--- src/rtl/blake_block_ctrl_pkg.sv ---
// blake_block_ctrl_pkg: shared state encoding and block geometry for the BLAKE block controller.
package blake_block_ctrl_pkg;
    typedef enum logic [1:0] {FILL, RUN, DRAIN, DONE} state_e;
    localparam int BLOCK_WORDS = 16;
    localparam int ROUND_STEPS = 64;
    localparam int BLOCK_BITS  = 1024;
    // Oversized final-block bit counts saturate to a full block.
    function automatic logic [10:0] clamp_bits(input logic [10:0] b);
        return (b > 11'(BLOCK_BITS)) ? 11'(BLOCK_BITS) : b;
    endfunction
endpackage

--- src/rtl/blake_block_ctrl.sv ---
// blake_block_ctrl: assembles 16x64-bit message words into a block, sequences the round datapath and tracks the bit counter.
module blake_block_ctrl
    import blake_block_ctrl_pkg::*;
(
    input  logic          clk,
    input  logic          rstb,
    input  logic          s_valid,
    output logic          s_ready,
    input  logic [63:0]   s_data,
    input  logic          s_last,
    input  logic [10:0]   s_last_bits,
    output logic [1023:0] msg_block,
    output logic [127:0]  t_ctr,
    output logic          init_load,
    output logic          blk_start,
    output logic          round_ing,
    input  logic          count_done,
    input  logic          rdy,
    output logic          m_valid,
    input  logic          m_ready,
    output logic          busy,
    output logic          err
);
    state_e          state_q;
    logic [3:0]      word_idx_q;
    logic            first_q, last_q, err_q, blk_start_q, init_load_q;
    logic [127:0]    t_acc_q, t_ctr_q, t_acc_d;
    logic [1023:0]   msg_block_q;
    logic            accept, word15, bad_bits;
    logic [10:0]     last_bits;

    assign accept    = s_valid && state_q == FILL;
    assign word15    = accept && word_idx_q == 4'(BLOCK_WORDS - 1);
    assign bad_bits  = word15 && s_last && s_last_bits > 11'(BLOCK_BITS);
    assign last_bits = clamp_bits(s_last_bits);
    assign t_acc_d   = t_acc_q + (s_last ? 128'(last_bits) : 128'(BLOCK_BITS));

    always_ff @(posedge clk or negedge rstb) begin
        if (!rstb) begin
            state_q     <= FILL;
            word_idx_q  <= '0;
            first_q     <= 1'b1;
            last_q      <= 1'b0;
            err_q       <= 1'b0;
            blk_start_q <= 1'b0;
            init_load_q <= 1'b0;
            t_acc_q     <= '0;
            t_ctr_q     <= '0;
            msg_block_q <= '0;
        end else begin
            blk_start_q <= 1'b0;
            init_load_q <= 1'b0;
            if ((rdy && state_q != DRAIN) || (count_done && state_q != RUN) || bad_bits)
                err_q <= 1'b1;
            case (state_q)
                FILL: if (accept) begin
                    // ~idx == 15-idx places word 0 in the most significant slot
                    msg_block_q[{~word_idx_q, 6'd0} +: 64] <= s_data;
                    word_idx_q <= word_idx_q + 4'd1;
                    if (word15) begin
                        state_q     <= RUN;
                        blk_start_q <= 1'b1;
                        init_load_q <= first_q;
                        first_q     <= 1'b0;
                        last_q      <= s_last;
                        // A padding-only final block reports zero bits and leaves the accumulator alone
                        if (s_last && last_bits == 11'd0) begin
                            t_ctr_q <= '0;
                        end else begin
                            t_acc_q <= t_acc_d;
                            t_ctr_q <= t_acc_d;
                        end
                    end
                end
                RUN:   if (count_done) state_q <= DRAIN;
                DRAIN: if (rdy) state_q <= last_q ? DONE : FILL;
                DONE: if (m_ready) begin
                    state_q <= FILL;
                    first_q <= 1'b1;
                    t_acc_q <= '0;
                end
                default: state_q <= FILL;
            endcase
        end
    end

    assign s_ready   = state_q == FILL;
    assign round_ing = state_q == RUN;
    assign m_valid   = state_q == DONE;
    assign busy      = !(state_q == FILL && word_idx_q == 4'd0);
    assign err       = err_q;
    assign blk_start = blk_start_q;
    assign init_load = init_load_q;
    assign t_ctr     = t_ctr_q;
    assign msg_block = msg_block_q;
endmodule

--- config.mk ---
export PLATFORM = sky130hd
export DESIGN_NAME = blake_block_ctrl
export DESIGN_NICKNAME = d
export VERILOG_FILES = /design/src/rtl/blake_block_ctrl_pkg.sv /design/src/rtl/blake_block_ctrl.sv
export SDC_FILE = /design/constraint.sdc
export NUM_CORES = 2
export LEC_CHECK = 0
export ABC_AREA = 0
export ABC_CLOCK_PERIOD_IN_PS = 2900
export CAP_MARGIN = 10
export CORE_AREA = 2 2 489 491
export DETAILED_ROUTE_END_ITERATION = 16
export DIE_AREA = 0 0 491 493
export PLACE_DENSITY = 0.5
export SLEW_MARGIN = 20
export SYNTH_ARGS = -nofsm -noshare
export SYNTH_HDL_FRONTEND = slang
export SYNTH_SLANG_ARGS = --single-unit
--- constraint.sdc ---
create_clock -name clk -period 2.9 [get_ports clk]
set_input_delay 0.435 -clock clk [delete_from_list [all_inputs] [get_ports clk]]
set_output_delay 0.435 -clock clk [all_outputs]
set_load 0.02 [all_outputs]
# After elaboration in Yosys (flattened, before gate mapping)
# Index checks and enable logic that the tools add are counted.
op_classes:
  add_sub_neg: 3
  n_lt_le_gt_ge: 1
  eq_ne: 12
  shift: 2
  muxes: 26
  bitwise_logic: 1
  reduce_logical: 20
ops:
  columns: ["cell", "n"]
  rows:
  - ["$bwmux W1024", 1]
  - ["$shift A64 B12 Y1024 const A", 1]
  - ["$shiftx A64 B12 Y1024", 1]
  - ["$mux W128", 5]
  - ["$pmux W128 S2", 1]
  - ["$add A128 B11 Y128", 1]
  - ["$mux W11", 2]
  - ["$mux W2", 6]
  - ["$neg A10 Y12", 1]
  - ["$gt A11 B11 Y1 const B", 1]
  - ["$logic_not A11 Y1", 1]
  - ["$ne A2 B1 Y1 const B", 5]
  - ["$reduce_and A5 Y1", 2]
  - ["$mux W1", 9]
  - ["$logic_and A1 B1 Y1", 8]
  - ["$pmux W2 S4", 1]
  - ["$ne A2 B2 Y1 const B", 3]
  - ["$add A4 B1 Y4 const B", 1]
  - ["$eq A2 B2 Y1 const B", 2]
  - ["$eq A4 B4 Y1 const B", 1]
  - ["$logic_not A4 Y1", 1]
  - ["$not A4 Y4", 1]
  - ["$reduce_and A4 Y1", 1]
  - ["$reduce_and A3 Y1", 1]
  - ["other kinds (7)", 8]
totals:
  regBits: 1291
  inputBits: 82
  out_inout_bits: 1159
  wordCells: 75

# Depth between registers and ports, before layout
logic_depth:
  depth_word: 8
  ltp_mapped: 15
  depth_no_buf: 14

# Worst setup path before layout
# Ideal clock, no wire load.
synth_path:
  path_type: "input to register"
  startpoint: "in s_last_bits[4]"
  endpoint: "reg t_acc_q[92]"
  setup_ps: 125
  arrival_time_ps: 3463
  required_time_ps: 2775
  path_slack_ps: -688
  stages: 15
  n_path_buf: 1
  path_cell_list: "nor4_1 nand3_1 nand2_1 and3_1 ha_1 inv_1 fa_1 nor2b_1 o2111ai_1 a21oi_1 o2111ai_1 clkbuf_1 nor3_1 o21ai_0 mux2_2"
synth_between:
  elab_chain_cells: 8
  word_cells_on_any_way: 12
  cone_classes: "add/sub (1); order compare (1); eq/ne (1); mux (6); reduce/logical (3)"
synth_rtl:
  columns: ["item", "line", "rtl"]
  rows:
  - ["from (decl)", "blake_block_ctrl.sv:11", "input logic [10:0] s_last_bits,"]
  - ["$gt A11 B11 Y1", "blake_block_ctrl_pkg.sv:9", "return (b > 11'(BLOCK_BITS)) ? 11'(BLOCK_BITS) : b;"]
  - ["$mux W11 (*)", "blake_block_ctrl_pkg.sv:9", null]
  - ["$mux W11", "blake_block_ctrl.sv:36", "assign t_acc_d = t_acc_q + (s_last ? 128'(last_bits) : 128'(BLOCK_BITS));"]
  - ["$add A128 B11 Y128", "blake_block_ctrl.sv:36", null]
  - ["$mux W128", "blake_block_ctrl.sv:67", "if (s_last && last_bits == 11'd0) begin"]
  - ["$mux W128", "blake_block_ctrl.sv:60", "if (word15) begin"]
  - ["$mux W128", "blake_block_ctrl.sv:56", "FILL: if (accept) begin"]
  - ["$pmux W128 S2", "blake_block_ctrl.sv:55", "case (state_q)"]
  - ["to (signal assigned)", "blake_block_ctrl.sv:70", "t_acc_q <= t_acc_d;"]
  - ["to (decl)", "blake_block_ctrl.sv:27", "logic [127:0] t_acc_q, t_ctr_q, t_acc_d;"]
# Mark *: on every way between the ends. The rest lies on a longest branch, timed or not. The select of a mux whose other input is x is not followed.
# A chain may end at the register's enable or synchronous reset.

# Worst setup path after layout
layout_path:
  startpoint: "in s_last_bits[0]"
  endpoint: "reg t_acc_q[116]"
# The elaborated chain is that of the path after synthesis.

==> results.toml <==
[power_and_ir_drop]
switching_power_mw = 33.30
static_leakage_nw = 34.17
power.ir.vdd_worst_mv = 0.6960
netSwitchingFraction = 0.3942
pwr-share-clk = 0.249
total_power_divided_by_cell_area_mw_per_mm2 = 1069
internal_power_mw = 51.18
combPwrFrac = 0.423
seqPwrFrac = 0.328

[synthesis]
yosysUniqueCellTypes = 69
synth_seq_cells = 1291
synth_top_cell_by_area = "sky130_fd_sc_hd__dfrtp_1"
cells_after_synth = 4805
synth_fp_nets = 4902
avgSynthCellArea_um2 = 10.87
synth-main-ff-cell = "sky130_fd_sc_hd__dfrtp_1"
yosys-top-cells-area = "sky130_fd_sc_hd__dfrtp_1, sky130_fd_sc_hd__mux2_2, sky130_fd_sc_hd__nand2_1"
synth.top_cell.area_share = 0.6181
ys_async_sr_fraction = 1.000
yosysWarnings = 0
synth_sequential_area_ratio = 0.6186
post_synth_instance_area_mm2 = 0.05223
synthMostInstantiatedCell = "sky130_fd_sc_hd__dfrtp_1"
number_of_enable_flip_flop_cells_after_synthesis = 0
synth.cells.most_frequent = "sky130_fd_sc_hd__dfrtp_1, sky130_fd_sc_hd__nand2_1, sky130_fd_sc_hd__o21ai_0, sky130_fd_sc_hd__mux2_2, sky130_fd_sc_hd__clkbuf_1"

[die]
die_height_um = 493
floorplan.initialDensity = 0.2204
core_mm2 = 0.2370
die_outline_area_mm2 = 0.2421
fp.dieW_um = 491
row_count = 179
boundaryPins = 1241

[placed_design]
place_area_mm2 = 0.07280
dp_cells = 9362
port_buffers = 1240
place_congestion = 0.8816
place_worst_setup_slack_ns = -1.338
hpwl_detailed_mm = 207.4

[global_routing]
vias_in_the_first_global_route = 44370
grt_start_max_net_pins = 130
antenna_found_initial = 41
grt_usage = 0.2212
grt_remaining_overflow = 0
grt_first_pass_wirelength_mm = 376.7

[setup_path]
max_stage_delay_ns = 0.38
worst-setup-path-type = "input pin to flop"
cp_cell_sequence = "buf_8, nor4_4, nand3_1, buf_6, nand2_4, and3_4, ha_4, inv_2, fa_2, nor2b_4, o2111ai_4, a21oi_4, buf_12, o2111ai_4, buf_4, nor4_4, xnor2_1, o21ai_1"
required_time_of_the_critical_path_ns = 3.60
cp-endpoint = "t_acc_q[116]$_DFFE_PN0P_"
timing.critical_path.to_type = "flop"
start_kind = "input pin"
crit_path_arrival_time_ns = 3.65
setup.worst_path.start = "s_last_bits[0]"
worst-path-max-fanout = 7
reg2reg_setup_slack_ns = 0.10
worst_r2r_startpoint = "t_acc_q[38]$_DFFE_PN0P_"
critPathSlowestCell = "sky130_fd_sc_hd__fa_2"
crit-reg2reg-capture = "t_acc_q[66]$_DFFE_PN0P_"
worst_reg_to_reg_cells = 12

[sta]
grt_setup_unrepaired = "true"
fmaxAchievable_ghz = 0.3393
drv_slew = 0
finClkSkew_ns = 0.06433
hold_violations = 0
finalCritPeriodShare = 1.016
max_slew_margin = 0.3376
fin_worst_hold_slack_ns = 0.2027
timing_worst_slew_pin_value_ns = 0.9905
crit_path_setup_slack_layout_ns = -0.04756
period_needed_ns = 2.948
finalSetupViolCount = 5

[detailed_routing]
route.final.wire_length_mm = 275.4
post_drt_wl_per_cell_um = 28.44
route.detailed.drc = 0
routed-via-count = 44140
ant_nets = 0
drt_pass1_iterations = 5
detail_route.vias_per_cell = 4.558
initialDrtViolationCount = 2900

[clock_tree]
tritoncts = "done"
insertion_delay_ns = 0.83
clock_tree.root_cell = "sky130_fd_sc_hd__clkbuf_16"
tritoncts_buffer_count = 156
cts_sinks = 1291
cts.htree.levels = 4
clkTransAtPathRegs_ns = 0.06
clock_tree.buffer_depth = 3

[final_layout]
layout_cells_sized_above_1 = 0.2187
finish.cell_count_without_fillers = 9684
syn_to_final_growth_pct = 51.31
nets = 6477
postLayoutCellArea_mm2 = 0.07903

[run_status]
status = "complete, but fails checks"
failing_checks = "setup timing"

[run]
timing.max_cap.violations = 0

[min_path]
min_path_type = "input pin to flop"
-- flip-flops by register name, summed over array words and instances, names as in the netlist --
register and flops:
blk_start 1, err 1, first_q 1, init_load 1
last_q 1, msg_block 1024, state_q 2, t_acc_q 128
t_ctr 128, word_idx_q 4
-- stage by stage --
step                      utilization  power [mW]  TNS [ns]
after floorplan                     -       42.10    -20.98
after global placement         0.3072       63.70   -303.11
after detailed placement       0.3072       64.01   -299.78
after CTS                      0.3312       85.57         0
after global routing           0.3334       88.24    -1.835
final                          0.3335       84.48   -0.1253
-- logic make-up after synthesis --
| group | after synthesis | share of synthesized area |
|---|---|---|
| AND/OR/NAND/NOR | 1593 | 0.1315 |
| adder cells (fa/ha/maj) | 15 | 0.003737 |
| flip-flops | 1291 | 0.6186 |
| AO/OA/AOI/OAI | 931 | 0.09755 |
| XOR/XNOR | 114 | 0.01912 |
| buffers and inverters | 394 | 0.02889 |
| multiplexers | 467 | 0.1006 |
-- power groups by stage --
stage | sequential [mW] | combinational (mW) | clock [mW]
detailed placement | 27.8 | 36.2 | 0
CTS | 27.7 | 36.4 | 21.6
global route | 28.4 | 37.6 | 22.3
finish | 27.7 | 35.7 | 21.0
global placement | 27.6 | 36.1 | 0
floorplan | 34.8 | 7.31 | 0
-- layout by cell type (no fill, tap or decap), drive strengths merged, types with 12 or more instances in the layout --
| master | count |
|---|---|
| bufinv | 16 |
| dfrtp | 1290 |
| nand3 | 109 |
| o21ai | 701 |
| a21o | 41 |
| or4 | 13 |
| buf | 554 |
| inv | 31 |
| nor4 | 31 |
| a21oi | 57 |
| xnor2 | 73 |
| mux2 | 455 |
| clkbuf | 220 |
| clkdlybuf4s50 | 1223 |
| xor2 | 41 |
| and2 | 14 |
| ha | 14 |
| nand2 | 1137 |
| and4 | 15 |
| a31oi | 45 |
| nor2 | 86 |
| nor3 | 59 |
| and3 | 32 |
| diode | 14 |
| nand4 | 61 |
| o31ai | 17 |
| o21a | 12 |
| or3 | 13 |
| clkinv | 38 |
-- critical path: cells and delay by family --
kind                       cells  cell delay [ns]
and+or+nand+nor                6             1.24
buffers and inverters          5             0.61
xor gates and xnor gates       1             0.19
adders and majority gates      2             0.51
AOI/OAI and AO/OA              4             0.65
-- routing by layer --
| layer | share of wire | global-route usage |
|---|---|---|
| met4 | 0.040 | 0.08273 |
| met3 | 0.078 | 0.06398 |
| met2 | 0.48 | 0.3710 |
| met1 | 0.40 | 0.2683 |
| met5 | 0 | 0 |
-- worst min path at each step --
stage	startpoint	end	slack [ns]	cells past startpoint
4_1_cts	s_data[61]	msg_block[61]$_DFFE_PN0P_	0.11	3
3_3_place_gp	msg_block[27]$_DFFE_PN0P_	msg_block[27]$_DFFE_PN0P_	0.45	2
2_1_floorplan	rstb	blk_start$_DFF_PN0_	0.14	0
5_1_grt	s_data[61]	msg_block[61]$_DFFE_PN0P_	0.18	3
6_report	s_data[61]	msg_block[61]$_DFFE_PN0P_	0.20	3
3_5_place_dp	rstb	t_acc_q[93]$_DFFE_PN0P_	0.46	1
-- final cells by class --
cell class | count | area (µm²)
diodes | 14 | 35.03
multi-input cells | 3120 | 19430
well taps | 3167 | 3963
clock buffers | 218 | 4437
repair buffers | 1785 | 17650
clock inverters | 63 | 1101
fillers | 24200 | 157900
flip-flops and latches | 1291 | 32310
inverters | 26 | 101.3
-- repair_timing --
item	4_1_cts	5_1_grt
pin swaps	16	43
gates resized for setup	56	89
hold buffers	1	0
endpoints found under the setup margin	286	190
cloned	0	1
buffers inserted	8	17
endpoints found under the hold margin	47	0
Power figures use the tool's default switching activity.
